## src/rtl/mem_arbiter_pkg.sv

```systemverilog
// mem_arbiter_pkg: shared constants and types for the two-port memory arbiter.
//   - Default bus widths, memory command encodings, port identifiers.
//   - FSM state encoding shared by the arbiter top.
//   - grant_owner(): maps a one-hot grant vector onto a port identifier.
// Optional feature macro used by the arbiter: MEM_ARB_ROUND_ROBIN_EN.
package mem_arbiter_pkg;

  localparam int MEM_ADDRESS_WIDTH = 32;
  localparam int MEM_DATA_WIDTH    = 32;
  localparam int MEM_CMD_WIDTH     = 2;

  localparam logic [MEM_CMD_WIDTH-1:0] MEM_CMD_READ  = 2'd0;
  localparam logic [MEM_CMD_WIDTH-1:0] MEM_CMD_WRITE = 2'd1;

  localparam logic ARB_PORT_I = 1'b0;
  localparam logic ARB_PORT_D = 1'b1;

  typedef enum logic [1:0] {
    ST_IDLE  = 2'd0,
    ST_ISSUE = 2'd1,
    ST_WAIT  = 2'd2
  } arb_state_e;

  // Grant vector layout: bit 0 = port I, bit 1 = port D.
  function automatic logic grant_owner(input logic [1:0] grant);
    return grant[1] ? ARB_PORT_D : ARB_PORT_I;
  endfunction

endpackage

```

## src/rtl/mem_arbiter_if.sv

```systemverilog
// mem_arbiter_if: bundles the fetch port (I), data port (D), memory request /
// response channels and status outputs of mem_arbiter.
//   modport slave  : the arbiter's view (drives all o_* signals).
//   modport master : the environment's view (drives all i_* signals).
interface mem_arbiter_if
  import mem_arbiter_pkg::*;
#(
  parameter int ADDRESS_WIDTH = MEM_ADDRESS_WIDTH,
  parameter int DATA_WIDTH    = MEM_DATA_WIDTH,
  parameter int CMD_WIDTH     = MEM_CMD_WIDTH
) ();

  // Port I (fetch)
  logic                     i_i_valid;
  logic [ADDRESS_WIDTH-1:0] i_i_addr;
  logic                     o_i_ready;
  logic                     o_i_res_valid;
  logic [DATA_WIDTH-1:0]    o_i_data;
  // Port D (memory_stage)
  logic                     i_d_valid;
  logic [ADDRESS_WIDTH-1:0] i_d_addr;
  logic [CMD_WIDTH-1:0]     i_d_cmd;
  logic [DATA_WIDTH-1:0]    i_d_data;
  logic                     o_d_ready;
  logic                     o_d_res_valid;
  logic [DATA_WIDTH-1:0]    o_d_data;
  // Memory side
  logic                     o_mem_valid;
  logic [ADDRESS_WIDTH-1:0] o_mem_addr;
  logic [CMD_WIDTH-1:0]     o_mem_cmd;
  logic [DATA_WIDTH-1:0]    o_mem_data;
  logic                     i_mem_ready;
  logic                     o_mem_res_ready;
  logic                     i_mem_res_valid;
  logic [DATA_WIDTH-1:0]    i_mem_data;
  // Status
  logic                     o_busy;
  logic                     o_owner;

  modport slave (
    input  i_i_valid, i_i_addr,
    output o_i_ready, o_i_res_valid, o_i_data,
    input  i_d_valid, i_d_addr, i_d_cmd, i_d_data,
    output o_d_ready, o_d_res_valid, o_d_data,
    output o_mem_valid, o_mem_addr, o_mem_cmd, o_mem_data,
    input  i_mem_ready,
    output o_mem_res_ready,
    input  i_mem_res_valid, i_mem_data,
    output o_busy, o_owner
  );

  modport master (
    output i_i_valid, i_i_addr,
    input  o_i_ready, o_i_res_valid, o_i_data,
    output i_d_valid, i_d_addr, i_d_cmd, i_d_data,
    input  o_d_ready, o_d_res_valid, o_d_data,
    input  o_mem_valid, o_mem_addr, o_mem_cmd, o_mem_data,
    output i_mem_ready,
    input  o_mem_res_ready,
    output i_mem_res_valid, i_mem_data,
    input  o_busy, o_owner
  );

endinterface

```

## src/rtl/mem_arbiter_arb_grant_sel.sv

```systemverilog
// arb_grant_sel: combinational grant selection between port I and port D.
//   i_i_valid    : fetch request valid
//   i_d_valid    : data request valid
//   i_last_grant : port that won the previous grant (only with
//                  MEM_ARB_ROUND_ROBIN_EN defined)
//   o_grant      : one-hot grant, bit 0 = I, bit 1 = D, zero when idle
// Macro MEM_ARB_ROUND_ROBIN_EN: ties go to the port that did not win last;
// without it D always wins a tie.
module arb_grant_sel
  import mem_arbiter_pkg::*;
(
  input  logic       i_i_valid,
  input  logic       i_d_valid,
`ifdef MEM_ARB_ROUND_ROBIN_EN
  input  logic       i_last_grant,
`endif
  output logic [1:0] o_grant
);

  // Pick at most one requester; only the tie case depends on configuration.
  always_comb begin
    o_grant = 2'b00;
    if (i_i_valid && i_d_valid) begin
`ifdef MEM_ARB_ROUND_ROBIN_EN
      if (i_last_grant == ARB_PORT_D) begin
        o_grant = 2'b01;
      end else begin
        o_grant = 2'b10;
      end
`else
      o_grant = 2'b10;
`endif
    end else if (i_d_valid) begin
      o_grant = 2'b10;
    end else if (i_i_valid) begin
      o_grant = 2'b01;
    end else begin
      o_grant = 2'b00;
    end
  end

endmodule

```

## src/rtl/mem_arbiter.sv

```systemverilog
// mem_arbiter: shares one memory between the fetch stage (port I, reads only)
// and memory_stage (port D, reads/writes). One transaction in flight at a time;
// the response is steered back to the port that issued it.
//   clk, reset : clock and synchronous active-high reset
//   bus        : mem_arbiter_if.slave carrying port I, port D, the memory
//                request/response channels and o_busy / o_owner status
// FSM: IDLE (grant) -> ISSUE (present request) -> WAIT (await response).
// Macro MEM_ARB_ROUND_ROBIN_EN: enables last_grant tracking for tie-breaking.
module mem_arbiter
  import mem_arbiter_pkg::*;
#(
  parameter int ADDRESS_WIDTH = MEM_ADDRESS_WIDTH,
  parameter int DATA_WIDTH    = MEM_DATA_WIDTH,
  parameter int CMD_WIDTH     = MEM_CMD_WIDTH
) (
  input  logic          clk,
  input  logic          reset,
  mem_arbiter_if.slave  bus
);

  arb_state_e               r_state;
  arb_state_e               w_next_state;
  logic                     r_owner;
  logic [ADDRESS_WIDTH-1:0] r_addr;
  logic [CMD_WIDTH-1:0]     r_cmd;
  logic [DATA_WIDTH-1:0]    r_wdata;
  logic [DATA_WIDTH-1:0]    r_i_data;
  logic [DATA_WIDTH-1:0]    r_d_data;
  logic                     r_i_res_valid;
  logic                     r_d_res_valid;
  logic [1:0]               w_grant;
  logic                     w_accept;
  logic                     w_resp;
  logic                     w_i_ready;
  logic                     w_d_ready;
`ifdef MEM_ARB_ROUND_ROBIN_EN
  logic                     r_last_grant;
`endif

  arb_grant_sel u_grant_sel (
    .i_i_valid    (bus.i_i_valid),
    .i_d_valid    (bus.i_d_valid),
`ifdef MEM_ARB_ROUND_ROBIN_EN
    .i_last_grant (r_last_grant),
`endif
    .o_grant      (w_grant)
  );

  // FSM state register.
  always_ff @(posedge clk) begin
    if (reset) begin
      r_state <= ST_IDLE;
    end else begin
      r_state <= w_next_state;
    end
  end

  // FSM next state plus the grant strobes; ready is only offered in IDLE.
  always_comb begin
    w_next_state = r_state;
    w_accept     = 1'b0;
    w_resp       = 1'b0;
    w_i_ready    = 1'b0;
    w_d_ready    = 1'b0;
    case (r_state)
      ST_IDLE: begin
        if (w_grant != 2'b00) begin
          w_accept     = 1'b1;
          w_i_ready    = w_grant[0];
          w_d_ready    = w_grant[1];
          w_next_state = ST_ISSUE;
        end else begin
          w_next_state = ST_IDLE;
        end
      end
      ST_ISSUE: begin
        if (bus.i_mem_ready) begin
          w_next_state = ST_WAIT;
        end else begin
          w_next_state = ST_ISSUE;
        end
      end
      ST_WAIT: begin
        if (bus.i_mem_res_valid) begin
          w_resp       = 1'b1;
          w_next_state = ST_IDLE;
        end else begin
          w_next_state = ST_WAIT;
        end
      end
      default: begin
        w_next_state = ST_IDLE;
      end
    endcase
  end

  // Request latch on grant and response capture/steering on completion.
  always_ff @(posedge clk) begin
    if (reset) begin
      r_owner       <= ARB_PORT_I;
      r_addr        <= '0;
      r_cmd         <= '0;
      r_wdata       <= '0;
      r_i_data      <= '0;
      r_d_data      <= '0;
      r_i_res_valid <= 1'b0;
      r_d_res_valid <= 1'b0;
`ifdef MEM_ARB_ROUND_ROBIN_EN
      r_last_grant  <= ARB_PORT_D;
`endif
    end else begin
      // Response pulses last exactly one cycle.
      r_i_res_valid <= 1'b0;
      r_d_res_valid <= 1'b0;
      if (w_accept) begin
        r_owner <= grant_owner(w_grant);
`ifdef MEM_ARB_ROUND_ROBIN_EN
        r_last_grant <= grant_owner(w_grant);
`endif
        if (w_grant[1]) begin
          r_addr  <= bus.i_d_addr;
          r_cmd   <= bus.i_d_cmd;
          r_wdata <= bus.i_d_data;
        end else begin
          // Fetch has no command or write data of its own.
          r_addr  <= bus.i_i_addr;
          r_cmd   <= CMD_WIDTH'(MEM_CMD_READ);
          r_wdata <= '0;
        end
      end
      if (w_resp) begin
        if (r_owner == ARB_PORT_D) begin
          r_d_data      <= bus.i_mem_data;
          r_d_res_valid <= 1'b1;
        end else begin
          r_i_data      <= bus.i_mem_data;
          r_i_res_valid <= 1'b1;
        end
      end
    end
  end

  assign bus.o_i_ready       = w_i_ready;
  assign bus.o_d_ready       = w_d_ready;
  assign bus.o_i_res_valid   = r_i_res_valid;
  assign bus.o_d_res_valid   = r_d_res_valid;
  assign bus.o_i_data        = r_i_data;
  assign bus.o_d_data        = r_d_data;
  // Memory-side outputs come only from registers, never from i_mem_*.
  assign bus.o_mem_valid     = (r_state == ST_ISSUE);
  assign bus.o_mem_addr      = r_addr;
  assign bus.o_mem_cmd       = r_cmd;
  assign bus.o_mem_data      = r_wdata;
  assign bus.o_mem_res_ready = (r_state == ST_WAIT);
  assign bus.o_busy          = (r_state != ST_IDLE);
  assign bus.o_owner         = r_owner;

endmodule

```

## src/flat_wrapper.sv

```systemverilog
// flat-port wrapper written by rule: the top's interface ports become plain ports
module mem_arbiter_flat import mem_arbiter_pkg::*;
#(
  parameter int ADDRESS_WIDTH = MEM_ADDRESS_WIDTH,
  parameter int DATA_WIDTH    = MEM_DATA_WIDTH,
  parameter int CMD_WIDTH     = MEM_CMD_WIDTH
)
  (clk, reset, bus_i_i_valid, bus_i_i_addr, bus_o_i_ready, bus_o_i_res_valid, bus_o_i_data, bus_i_d_valid, bus_i_d_addr, bus_i_d_cmd, bus_i_d_data, bus_o_d_ready, bus_o_d_res_valid, bus_o_d_data, bus_o_mem_valid, bus_o_mem_addr, bus_o_mem_cmd, bus_o_mem_data, bus_i_mem_ready, bus_o_mem_res_ready, bus_i_mem_res_valid, bus_i_mem_data, bus_o_busy, bus_o_owner);
  mem_arbiter_if #(.ADDRESS_WIDTH(ADDRESS_WIDTH), .DATA_WIDTH(DATA_WIDTH), .CMD_WIDTH(CMD_WIDTH)) bus_i ();
  input  logic clk;
  input  logic reset;
  input wire logic [$bits(bus_i.i_i_valid)-1:0] bus_i_i_valid;
  input wire logic [$bits(bus_i.i_i_addr)-1:0] bus_i_i_addr;
  output wire logic [$bits(bus_i.o_i_ready)-1:0] bus_o_i_ready;
  output wire logic [$bits(bus_i.o_i_res_valid)-1:0] bus_o_i_res_valid;
  output wire logic [$bits(bus_i.o_i_data)-1:0] bus_o_i_data;
  input wire logic [$bits(bus_i.i_d_valid)-1:0] bus_i_d_valid;
  input wire logic [$bits(bus_i.i_d_addr)-1:0] bus_i_d_addr;
  input wire logic [$bits(bus_i.i_d_cmd)-1:0] bus_i_d_cmd;
  input wire logic [$bits(bus_i.i_d_data)-1:0] bus_i_d_data;
  output wire logic [$bits(bus_i.o_d_ready)-1:0] bus_o_d_ready;
  output wire logic [$bits(bus_i.o_d_res_valid)-1:0] bus_o_d_res_valid;
  output wire logic [$bits(bus_i.o_d_data)-1:0] bus_o_d_data;
  output wire logic [$bits(bus_i.o_mem_valid)-1:0] bus_o_mem_valid;
  output wire logic [$bits(bus_i.o_mem_addr)-1:0] bus_o_mem_addr;
  output wire logic [$bits(bus_i.o_mem_cmd)-1:0] bus_o_mem_cmd;
  output wire logic [$bits(bus_i.o_mem_data)-1:0] bus_o_mem_data;
  input wire logic [$bits(bus_i.i_mem_ready)-1:0] bus_i_mem_ready;
  output wire logic [$bits(bus_i.o_mem_res_ready)-1:0] bus_o_mem_res_ready;
  input wire logic [$bits(bus_i.i_mem_res_valid)-1:0] bus_i_mem_res_valid;
  input wire logic [$bits(bus_i.i_mem_data)-1:0] bus_i_mem_data;
  output wire logic [$bits(bus_i.o_busy)-1:0] bus_o_busy;
  output wire logic [$bits(bus_i.o_owner)-1:0] bus_o_owner;
  assign bus_i.i_i_valid = bus_i_i_valid;
  assign bus_i.i_i_addr = bus_i_i_addr;
  assign bus_o_i_ready = bus_i.o_i_ready;
  assign bus_o_i_res_valid = bus_i.o_i_res_valid;
  assign bus_o_i_data = bus_i.o_i_data;
  assign bus_i.i_d_valid = bus_i_d_valid;
  assign bus_i.i_d_addr = bus_i_d_addr;
  assign bus_i.i_d_cmd = bus_i_d_cmd;
  assign bus_i.i_d_data = bus_i_d_data;
  assign bus_o_d_ready = bus_i.o_d_ready;
  assign bus_o_d_res_valid = bus_i.o_d_res_valid;
  assign bus_o_d_data = bus_i.o_d_data;
  assign bus_o_mem_valid = bus_i.o_mem_valid;
  assign bus_o_mem_addr = bus_i.o_mem_addr;
  assign bus_o_mem_cmd = bus_i.o_mem_cmd;
  assign bus_o_mem_data = bus_i.o_mem_data;
  assign bus_i.i_mem_ready = bus_i_mem_ready;
  assign bus_o_mem_res_ready = bus_i.o_mem_res_ready;
  assign bus_i.i_mem_res_valid = bus_i_mem_res_valid;
  assign bus_i.i_mem_data = bus_i_mem_data;
  assign bus_o_busy = bus_i.o_busy;
  assign bus_o_owner = bus_i.o_owner;
  mem_arbiter #(.ADDRESS_WIDTH(ADDRESS_WIDTH), .DATA_WIDTH(DATA_WIDTH), .CMD_WIDTH(CMD_WIDTH)) u_core (.clk(clk), .reset(reset), .bus(bus_i));
endmodule
```

## config.mk

```make
export PLATFORM = sky130hd
export DESIGN_NAME = mem_arbiter_flat
export DESIGN_NICKNAME = d
export VERILOG_FILES = /design/src/rtl/mem_arbiter_pkg.sv /design/src/rtl/mem_arbiter_if.sv /design/src/rtl/mem_arbiter_arb_grant_sel.sv /design/src/rtl/mem_arbiter.sv /design/src/flat_wrapper.sv
export SDC_FILE = /design/constraint.sdc
export NUM_CORES = 1
export LEC_CHECK = 0
export BUFFER_PORTS_ARGS = -buffer_cell sky130_fd_sc_hd__clkbuf_2
export CAP_MARGIN = 40
export CORE_ASPECT_RATIO = 1.1
export CORE_MARGIN = 3
export CORE_UTILIZATION = 39
export DETAILED_ROUTE_END_ITERATION = 16
export PLACE_DENSITY_LB_ADDON = 0.08
export RECOVER_POWER = 50
export SLEW_MARGIN = 25
export SYNTH_ARGS = -nofsm -noshare
export SYNTH_HDL_FRONTEND = slang
export SYNTH_SLANG_ARGS = --single-unit
```

## constraint.sdc

```tcl
create_clock -name clk -period 1.2 [get_ports clk]
set_input_delay 0.12 -clock clk [delete_from_list [all_inputs] [get_ports clk]]
set_output_delay 0.12 -clock clk [all_outputs]
set_load 0.02 [all_outputs]
```

==> results.cfg, run 1 <==
[critical_path]
cp_slowest_cell = dfxtp_4
crit_fanout = 6
path_cells = buf_6, nor3b_4, buf_12, buf_6, buf_6, buf_6, nand2_1, a21oi_1
crit_required_ns = 1.52
worst_setup_path_end_kind = flop
r2r_start = u_core.r_state[1]
cp_top_family = buffers and inverters
max_stage_delay_ns = 0.34
cpMostUsedCell = buf_6
critPathLaunchType = flop
arrival_ns = 1.94
crit_type = flop to flop
crit_buf_inv = 5
crit_start = u_core.r_state[1]

[timing]
slew_headroom_pct = 66.0
period_needed_ns = 1.62
fin_crit_sh_pct = 135
max_freq_ghz = 0.619
finalHoldViolCount = 0
rsz0062_at_grt = yes
final_max_slew_viol_count = 0
finalClockSkew_ns = 0.00361
finalSetupViolCount = 139
worstMarginPinSlew_ns = 0.511
worst_slack_ns = -0.417

[floorplan]
io_pins = 274
die_h_um = 127
start_util_pct = 40.4
die_w_um = 116
dieArea_mm2 = 0.0146
placementRows = 43
coreArea_mm2 = 0.0128

[clocking]
cts_tree = done
clk_pin_slew_ns = 0.05
clk_latency_ns = 0.42
cts_max_level = 4
cts_made_buffers = 17
clk_path_buf_depth = 2
clock_sinks = 135
cts-root-buf = clkbuf_16

[yosys]
synth_top_area_share_pct = 52.5
postSynthCellCount = 604
synth_nets = 740
synth_edf_count = 0
synthDistinctLibCells = 25
ys_warn_count = 0
syn-cell-area_mm2 = 0.00515
synthTopCellsByArea = dfxtp_1 (52%), a21oi_1 (13%), nand2_1 (12%)
synth_seq_cells = 135
synthFlopType = dfxtp_1
ys_seq_area_share_pct = 52.5
synth_common_cells = nand2_1 (163), dfxtp_1 (135), a21oi_1 (132), o21ai_0 (34)
async_reset_ff_share_pct = 0
synth_top_cell_by_area = dfxtp_1
avgSynthCellArea_um2 = 8.53
synth_most_common_cell = nand2_1

[place]
place.gp.congestion = 0.765
placed_area_mm2 = 0.00680
post-place-ws_ns = -0.128
hpwl_um = 11300
numPortBuffers = 273

[outcome]
failed_checks = setup timing
status = finished, violations left

[global_route]
grt_pass1_vias = 5846
overflow = 0
grt_usage_pct = 24.9
antenna_found_initial = 0
grt_max_degree = 79
grt_pass1_wl_um = 28700

[power_and_ir_drop]
power.leakage_nw = 4.32
vdd_drop_max_mv = 0.936
p_per_area_mw_per_mm2 = 1270
total_power_mw = 12.7

[layout]
drive_gt1_share_pct = 54.7
area_delta_synth_final_pct = 94.2
diodes = 0
nets = 1117
design_area_mm2 = 0.0100
fillerInstances = 820

[min_path]
hp-start = bus_i_i_addr[12]
hold_path_class = input pin to flop

[drt]
routedWlPerCell_um = 18.9
vias_per_cell = 5.32
vias = 6114
first_pass_iters = 4
drt_iter0_drc = 309
route.antenna.remaining_nets = 0
wl_um = 21700
drc = 0

[flow_run]
maxCapViolations = 0
-- path summary, 6_finish.rpt --
path	end	slack [ns]	cells past startpoint
min	u_core.bus.o_mem_addr[12]	0.06	3
min reg2reg	u_core.bus.o_d_data[28]	0.45	2
max reg2reg	u_core.bus.o_mem_data[28]	-0.42	8
max	u_core.bus.o_mem_data[28]	-0.42	8
-- worst reg2reg max path: cells and delay by family, from the launching register on --
| kind | cells | cell delay [ns] |
|---|---|---|
| AO/OA/AOI/OAI | 1 | 0.21 |
| buffers and inverters | 5 | 0.61 |
| flip-flops | 1 | 0.34 |
| AND/OR/NAND/NOR | 2 | 0.37 |
-- layout by cell type, fill, tap and decap left out, types with 26 or more instances in the layout --
cell           instances
a211oi_2              31
a21oi_1               60
a21oi_2               71
clkbuf_1              69
clkbuf_16             26
clkbuf_2             204
dfxtp_1              132
dlygate4sd3_1         67
mux2i_1               32
nand2_1               81
nand2_2               29
nand2_4               53
-- where the power goes --
part | leakage [nW] | switching, mW | internal [mW]
logic | 2.95 | 1.56 | 1.35
clock network | 0.268 | 1.81 | 3.14
registers | 1.10 | 0.160 | 4.72
-- registers in the layout, indices dropped and copies added (netlist names) --
name                      flops
u_core.bus.o_mem_data        32
u_core.bus.o_i_res_valid      1
u_core.bus.o_i_data          32
u_core.bus.o_d_data          32
u_core.bus.o_mem_cmd          2
u_core.bus.o_mem_addr        32
u_core.bus.o_owner            1
u_core.bus.o_d_res_valid      1
u_core.r_state                2
-- final cells by class --
class | instances | area (um^2) | share of cell area, %
Timing Repair Buffer | 413 | 3190 | 31.9
Clock inverter | 4 | 70.1 | 0.700
Sequential cell | 135 | 2710 | 27.1
Tap cell | 157 | 196 | 1.96
Multi-Input combinational cell | 412 | 3340 | 33.4
Inverter | 2 | 10.0 | 0.100
Clock buffer | 26 | 479 | 4.79
-- metrics by stage --
stage / std cells / hold WS, ns / util (%) / setup TNS [ns]
after floorplan: 604 / 0.256 / - / -0.0183
after global placement: 1006 / 0.344 / 53.3 / -3.69
after detailed placement: 1006 / 0.351 / 53.3 / -7.80
after CTS: 1133 / 0.0241 / 69.5 / -25.92
after global routing: 1149 / 0.0731 / 78.5 / -44.32
final: 1149 / 0.0593 / 78.5 / -37.88
-- layer usage --
metal | global-route usage (%) | share of wire (%) | vias up | routed length [um]
li1 | - | - | 2839 | -
met1 | 27.4 | 37 | 2923 | 8010
met2 | 44.0 | 53 | 291 | 11500
met3 | 6.97 | 6.6 | 61 | 1440
met4 | 11.3 | 3.3 | 0 | 719
met5 | 0 | 0 | - | 0
-- logic make-up after synthesis --
group / synth area share (%)
simple gates: 14.6
compound gates: 20.9
buf+inv: 5.78
mux: 6.22
flops: 52.5
-- what timing repair did --
action,in CTS,in global routing
hold buffers,67,0
setup endpoints to repair,137,139
pin swaps,63,124
hold endpoints to repair,100,0
buffers inserted,21,18
cloned,10,12
gates resized for setup,139,279
Note: power is estimated with default switching activity, not from simulation.
==> inputs of run 2 (changes only) <==
--- a/config.mk
+++ b/config.mk
@@ -5,6 +5,7 @@
 export SDC_FILE = /design/constraint.sdc
 export NUM_CORES = 1
 export LEC_CHECK = 0
+export ABC_AREA = 1
 export BUFFER_PORTS_ARGS = -buffer_cell sky130_fd_sc_hd__clkbuf_2
 export CAP_MARGIN = 40
 export CORE_ASPECT_RATIO = 1.1
@@ -12,7 +13,6 @@
 export CORE_UTILIZATION = 39
 export DETAILED_ROUTE_END_ITERATION = 16
 export PLACE_DENSITY_LB_ADDON = 0.08
-export RECOVER_POWER = 50
 export SLEW_MARGIN = 25
 export SYNTH_ARGS = -nofsm -noshare
 export SYNTH_HDL_FRONTEND = slang
==> run 2 against run 1 <==
The run still ends with setup timing left. Combinational power down 7.6%. Sequential share of layout area up 1.3 points. Sequential power about the same. Worst setup slack better by 0.18 ns. Clock power down 1%. Critical path depth unchanged. Register-to-register slack better by 0.18 ns. Critical path type unchanged. Largest power group is now registers.
==> results.cfg, run 2 <==
[layout]
layout.cells.most_common = clkbuf_2
final_cell_mix = clkbuf_2 (267), nand2_1 (204), nor2_1 (188), inv_1 (133), dfxtp_1 (132)
drive_gt1_share_pct = 33.2
diodes = 0
final_util_pct = 65.6
nets = 1392
fillerInstances = 1319
area_delta_synth_final_pct = 63.2
final_cells = 1461
design_area_mm2 = 0.00955

[timing]
finalHoldViolCount = 0
worstMarginPinSlew_ns = 0.509
finalSetupViolCount = 108
max_freq_ghz = 0.698
tns_ns = -12.84
final_max_slew_viol_count = 0
slew_headroom_pct = 66.0
rsz0062_at_grt = yes
period_needed_ns = 1.43
worst_slack_ns = -0.232
finalClockSkew_ns = 0.0121
fin_crit_sh_pct = 119

[yosys]
synth_fa_ha_area_share_pct = 0
syn-cell-area_mm2 = 0.00585
async_reset_ff_share_pct = 0
synthXorXnorAreaFrac_pct = 0
synth_most_common_cell = nand2_1
synth_compound_area_share_pct = 6.18
ys_warn_count = 0
avgSynthCellArea_um2 = 6.51
postSynthCellCount = 899
synthFlopType = dfxtp_1
synthSimpleGateAreaFrac_pct = 34.2
synth_top_family_by_area = simple AND/OR/NAND/NOR gates
synth_nets = 1035
synthDistinctLibCells = 16
synth_seq_cells = 135
ys_seq_area_share_pct = 46.2
synthTopCellsByArea = dfxtp_1 (46%), nand2_1 (15%), nor2_1 (13%)
synth_top_cell_by_area = dfxtp_1
synth_common_cells = nand2_1 (232), nor2_1 (197), dfxtp_1 (135), inv_1 (135), a21oi_1 (37)
synth_mux_area_share_pct = 0
synth_top_area_share_pct = 46.2
synth_edf_count = 0

[global_route]
met3_usage_pct = 6.24
grt_usage_pct = 22.0
grt_pass1_vias = 6036
overflow = 0
met1_usage_pct = 26.1
grt_pass1_wl_um = 29100
met2_usage_pct = 37.8
grt_max_degree = 50
busiest_layer = met2
antenna_found_initial = 0

[drt]
vias = 6503
vias_per_cell = 4.45
drt_iter0_drc = 357
first_pass_iters = 5
routedWlPerCell_um = 13.2
drc = 0
wl_um = 19300
route.antenna.remaining_nets = 0

[clocking]
cts_max_level = 4
clk_pin_slew_ns = 0.06
cts_tree = done
clock_sinks = 135
cts-root-buf = clkbuf_16
clk_latency_ns = 0.43
cts_made_buffers = 17
clk_path_buf_depth = 2

[outcome]
failed_checks = setup timing
status = finished, violations left

[critical_path]
crit_required_ns = 1.55
path_cells = nor2_4, buf_4, buf_6, o21ai_4, buf_6, clkbuf_16, nand2_4, a21oi_2
crit_fanout = 9
crit_type = flop to flop
cp_slowest_cell = dfxtp_4
cpMostUsedCell = buf_6
arrival_ns = 1.78
max_stage_delay_ns = 0.38
worst_setup_path_end_kind = flop
critPathLaunchType = flop

[power_and_ir_drop]
switching_share_pct = 30.3
p_per_area_mw_per_mm2 = 1310
seqPwrFrac_pct = 39.2
p_int_mw = 8.68
p_sw_mw = 3.78
power.leakage_nw = 5.09
combPwrFrac_pct = 21.6
clkPwrFrac_pct = 39.1
vdd_drop_max_mv = 0.985

[floorplan]
dieArea_mm2 = 0.0165
io_pins = 274
die_w_um = 123
placementRows = 46
die_h_um = 134
start_util_pct = 40.2
coreArea_mm2 = 0.0146

[place]
place.gp.congestion = 0.749
hpwl_um = 12300
numPortBuffers = 273
placed_cells = 1333
placed_area_mm2 = 0.00755

[min_path]
hold_path_class = input pin to flop

[flow_run]
maxCapViolations = 0
==> run 2: critical path: cells and delay by family (launching register included) <==
kind,cells,cell delay [ns]
buffers and inverters,4,0.58
DFF,1,0.38
AOI/OAI and AO/OA,2,0.30
and+or+nand+nor,2,0.09
==> run 2: per-layer routing <==
layer	routed length, um	up-vias	share of wire, %
li1	-	3426	-
met4	320	0	1.7
met5	0	-	0
met2	9670	219	50
met3	1380	24	7.2
met1	7900	2834	41
==> run 2: path summary, 6_finish.rpt <==
path,start,to,slack (ns),depth (start not counted)
worst max register to register,u_core.r_state[1],u_core.bus.o_mem_data[10],-0.23,8
worst min-delay path,bus_i_d_addr[30],u_core.bus.o_mem_addr[30],0.03,5
worst max-delay path,u_core.r_state[1],u_core.bus.o_mem_data[10],-0.23,8
worst min register to register,u_core.bus.o_mem_data[21],u_core.bus.o_mem_data[21],0.46,2
==> run 2: final cells by class <==
class | count | area [um^2] | share of cell area (%)
Inverter | 136 | 513 | 5.37
Tap cell | 192 | 240 | 2.52
Timing Repair Buffer | 397 | 2920 | 30.6
Clock buffer | 18 | 439 | 4.60
Sequential cell | 135 | 2710 | 28.4
Multi-Input combinational cell | 569 | 2610 | 27.3
Clock inverter | 14 | 113 | 1.18
==> run 2: metrics by stage <==
stage | power [mW] | setup slack (ns) | hold slack [ns]
after floorplan | 6.14 | 0.0220 | 0.255
after detailed placement | 6.99 | -0.0444 | 0.370
after global placement | 6.99 | -0.0163 | 0.363
final | 12.5 | -0.232 | 0.0274
after CTS | 12.3 | -0.276 | 0.0178
after global routing | 13.0 | -0.289 | 0.0422
==> run 2: power by group through the flow <==
| stage | Combinational [mW] | Sequential, mW | Clock, mW |
|---|---|---|---|
| 6_report | 2.69 | 4.89 | 4.88 |
| 5_1_grt | 2.95 | 4.92 | 5.14 |
| 4_1_cts | 2.42 | 4.87 | 4.98 |
| 3_5_place_dp | 2.02 | 4.97 | 0 |
| 3_3_place_gp | 2.03 | 4.97 | 0 |
| 2_1_floorplan | 0.895 | 5.25 | 0 |
==> run 2: repair_timing <==
item	4_1_cts	5_1_grt
cloned	3	7
hold buffers	67	0
gates resized for setup	40	79
endpoints found under the hold margin	68	0
pin swaps	3	18
buffers inserted	12	10
setup endpoints to repair	25	136
==> run 2: kinds of logic after synthesis <==
logic type	after synthesis
buffers and inverters	195
and+or+nand+nor	499
DFF	135
AOI/OAI and AO/OA	70
==> inputs of run 3 (changes only) <==
--- a/config.mk
+++ b/config.mk
@@ -13,6 +13,7 @@
 export CORE_UTILIZATION = 39
 export DETAILED_ROUTE_END_ITERATION = 16
 export PLACE_DENSITY_LB_ADDON = 0.08
+export SETUP_SLACK_MARGIN = 0.4
 export SLEW_MARGIN = 25
 export SYNTH_ARGS = -nofsm -noshare
 export SYNTH_HDL_FRONTEND = slang
==> run 3 against run 2 <==
The run still ends with setup timing left. Global-route usage is 2.9 points higher. Count of clock-buffer cells in the layout rose by 3. Non-clock buffer count up 14. Core utilization is 9.3 points higher. Final cell count increased by 1.0%. Sequential power increased by 1%. Worst hold slack better by 0.014 ns. Via count rose by 5.8%. Die area is the same. Sequential cell count stayed put. Combinational power rose by 16%. Largest cell class unchanged.
==> results.cfg, run 3 (synthesis results as in run 2) <==
[timing]
final_max_slew_viol_count = 0
tns_ns = -16.38
worstMarginPinSlew_ns = 0.381
period_needed_ns = 1.45
max_freq_ghz = 0.690
worst_slack_ns = -0.249
finalClockSkew_ns = 0.0121
finalSetupViolCount = 135
rsz0062_at_grt = yes
fin_crit_sh_pct = 121
whs_ns = 0.0414
finalHoldViolCount = 0
slew_headroom_pct = 74.6

[clocking]
clock_sinks = 135
clk_path_buf_depth = 2
cts_made_buffers = 17
cts-root-buf = clkbuf_16
cts_tree = done
clk_pin_slew_ns = 0.06
clk_latency_ns = 0.42
cts_max_level = 4

[floorplan]
coreArea_mm2 = 0.0146
die_h_um = 134
die_w_um = 123
start_util_pct = 40.2
io_pins = 274
placementRows = 46
dieArea_mm2 = 0.0165

[power_and_ir_drop]
seqPwrFrac_pct = 36.6
p_int_mw = 9.84
p_per_area_mw_per_mm2 = 1240
combPwrFrac_pct = 23.1
power.leakage_nw = 5.50
p_sw_mw = 3.68
switching_share_pct = 27.2
vdd_drop_max_mv = 0.939
total_power_mw = 13.5
clkPwrFrac_pct = 40.3

[drt]
vias = 6881
wl_um = 21900
first_pass_iters = 4
drc = 0
vias_per_cell = 4.66
drt_iter0_drc = 444
route.antenna.remaining_nets = 0
routedWlPerCell_um = 14.8

[critical_path]
critPathLaunchType = flop
crit_required_ns = 1.54
cp_slowest_cell = dfxtp_4
r2r_cells = 9
cpMostUsedCell = buf_12
cp_top_family = buffers and inverters
cp.depth = 9
crit_end = u_core.bus.o_d_data[22]
arrival_ns = 1.79
r2r_end = u_core.bus.o_d_data[22]
crit_type = flop to flop
crit_fanout = 9
r2r_start = u_core.r_state[0]
crit_buf_inv = 5
rrSetupSlack_ns = -0.25
path_cells = buf_6, inv_6, nand4_1, buf_12, buf_12, buf_16, nand2_4, nand2_2, nor2_1
crit_start = u_core.r_state[0]
max_stage_delay_ns = 0.36
worst_setup_path_end_kind = flop

[layout]
area_delta_synth_final_pct = 86.4
fillerInstances = 1074
final_cells = 1476
final_util_pct = 74.9
diodes = 0
drive_gt1_share_pct = 41.0
layout.cells.most_common = nand2_1
final_cell_mix = nand2_1 (197), nor2_1 (173), clkbuf_2 (161), inv_1 (132), dfxtp_2 (83)
design_area_mm2 = 0.0109
nets = 1407

[place]
numPortBuffers = 273
placed_cells = 1328
placed_area_mm2 = 0.00760
place.gp.congestion = 0.771
post-place-ws_ns = 0.0287
hpwl_um = 12100

[outcome]
status = finished, violations left
failed_checks = setup timing

[global_route]
grt_usage_pct = 24.8
overflow = 0
antenna_found_initial = 0
grt_pass1_wl_um = 32400
grt_max_degree = 53
grt_pass1_vias = 6596

[min_path]
hold_depth = 5
hold_path_class = input pin to flop

[flow_run]
maxCapViolations = 0
==> run 3: worst min path at each step <==
| stage | startpoint | to | slack (ns) |
|---|---|---|---|
| 2_1_floorplan | bus_i_mem_data[0] | u_core.bus.o_d_data[0] | 0.25 |
| 5_1_grt | bus_i_mem_res_valid | u_core.bus.o_i_res_valid | 0.05 |
| 6_report | bus_i_d_addr[16] | u_core.bus.o_mem_addr[16] | 0.04 |
| 4_1_cts | bus_i_mem_res_valid | u_core.bus.o_i_res_valid | 0.02 |
| 3_3_place_gp | bus_i_mem_data[25] | u_core.bus.o_d_data[25] | 0.37 |
| 3_5_place_dp | bus_i_mem_data[6] | u_core.bus.o_d_data[6] | 0.37 |
==> run 3: cell type report <==
class	count	area [um^2]	share of cell area, %
Multi-Input combinational cell	570	2620	24.0
Timing Repair Buffer	411	4090	37.5
Inverter	136	518	4.75
Sequential cell	135	2820	25.8
Clock buffer	21	472	4.33
Clock inverter	11	146	1.34
Tap cell	192	240	2.20
==> run 3: layer usage <==
metal  share of wire [%]  vias to the layer above  track usage (%)
met4                 2.9                        0             7.59
met2                  51                      285             43.7
met3                 8.8                       47             8.71
met5                   0                        -                0
met1                  37                     3085             28.0
li1                    -                     3464                -
==> run 3: power by group through the flow <==
stage                     clock [mW]  combinational [mW]  sequential, mW
after floorplan                    0               0.930            5.26
after global placement             0                2.05            4.97
after detailed placement           0                2.05            4.97
after CTS                       5.52                2.94            4.91
after global routing            5.72                3.37            4.97
final                           5.45                3.12            4.94
==> run 3: timing repair <==
action                                  CTS  global route
endpoints found under the setup margin  273           273
setup buffers                            18            12
endpoints found under the hold margin    69             0
pin swaps                                 5             9
hold buffers                             69             0
cloned                                   16             1
resized for setup                       242           206
==> run 3: worst reg2reg max path, delay by kind of cell, from the launching register on <==
kind,cells,cell delay [ns]
AND/OR/NAND/NOR,4,0.34
buffers and inverters,5,0.67
flip-flops,1,0.36
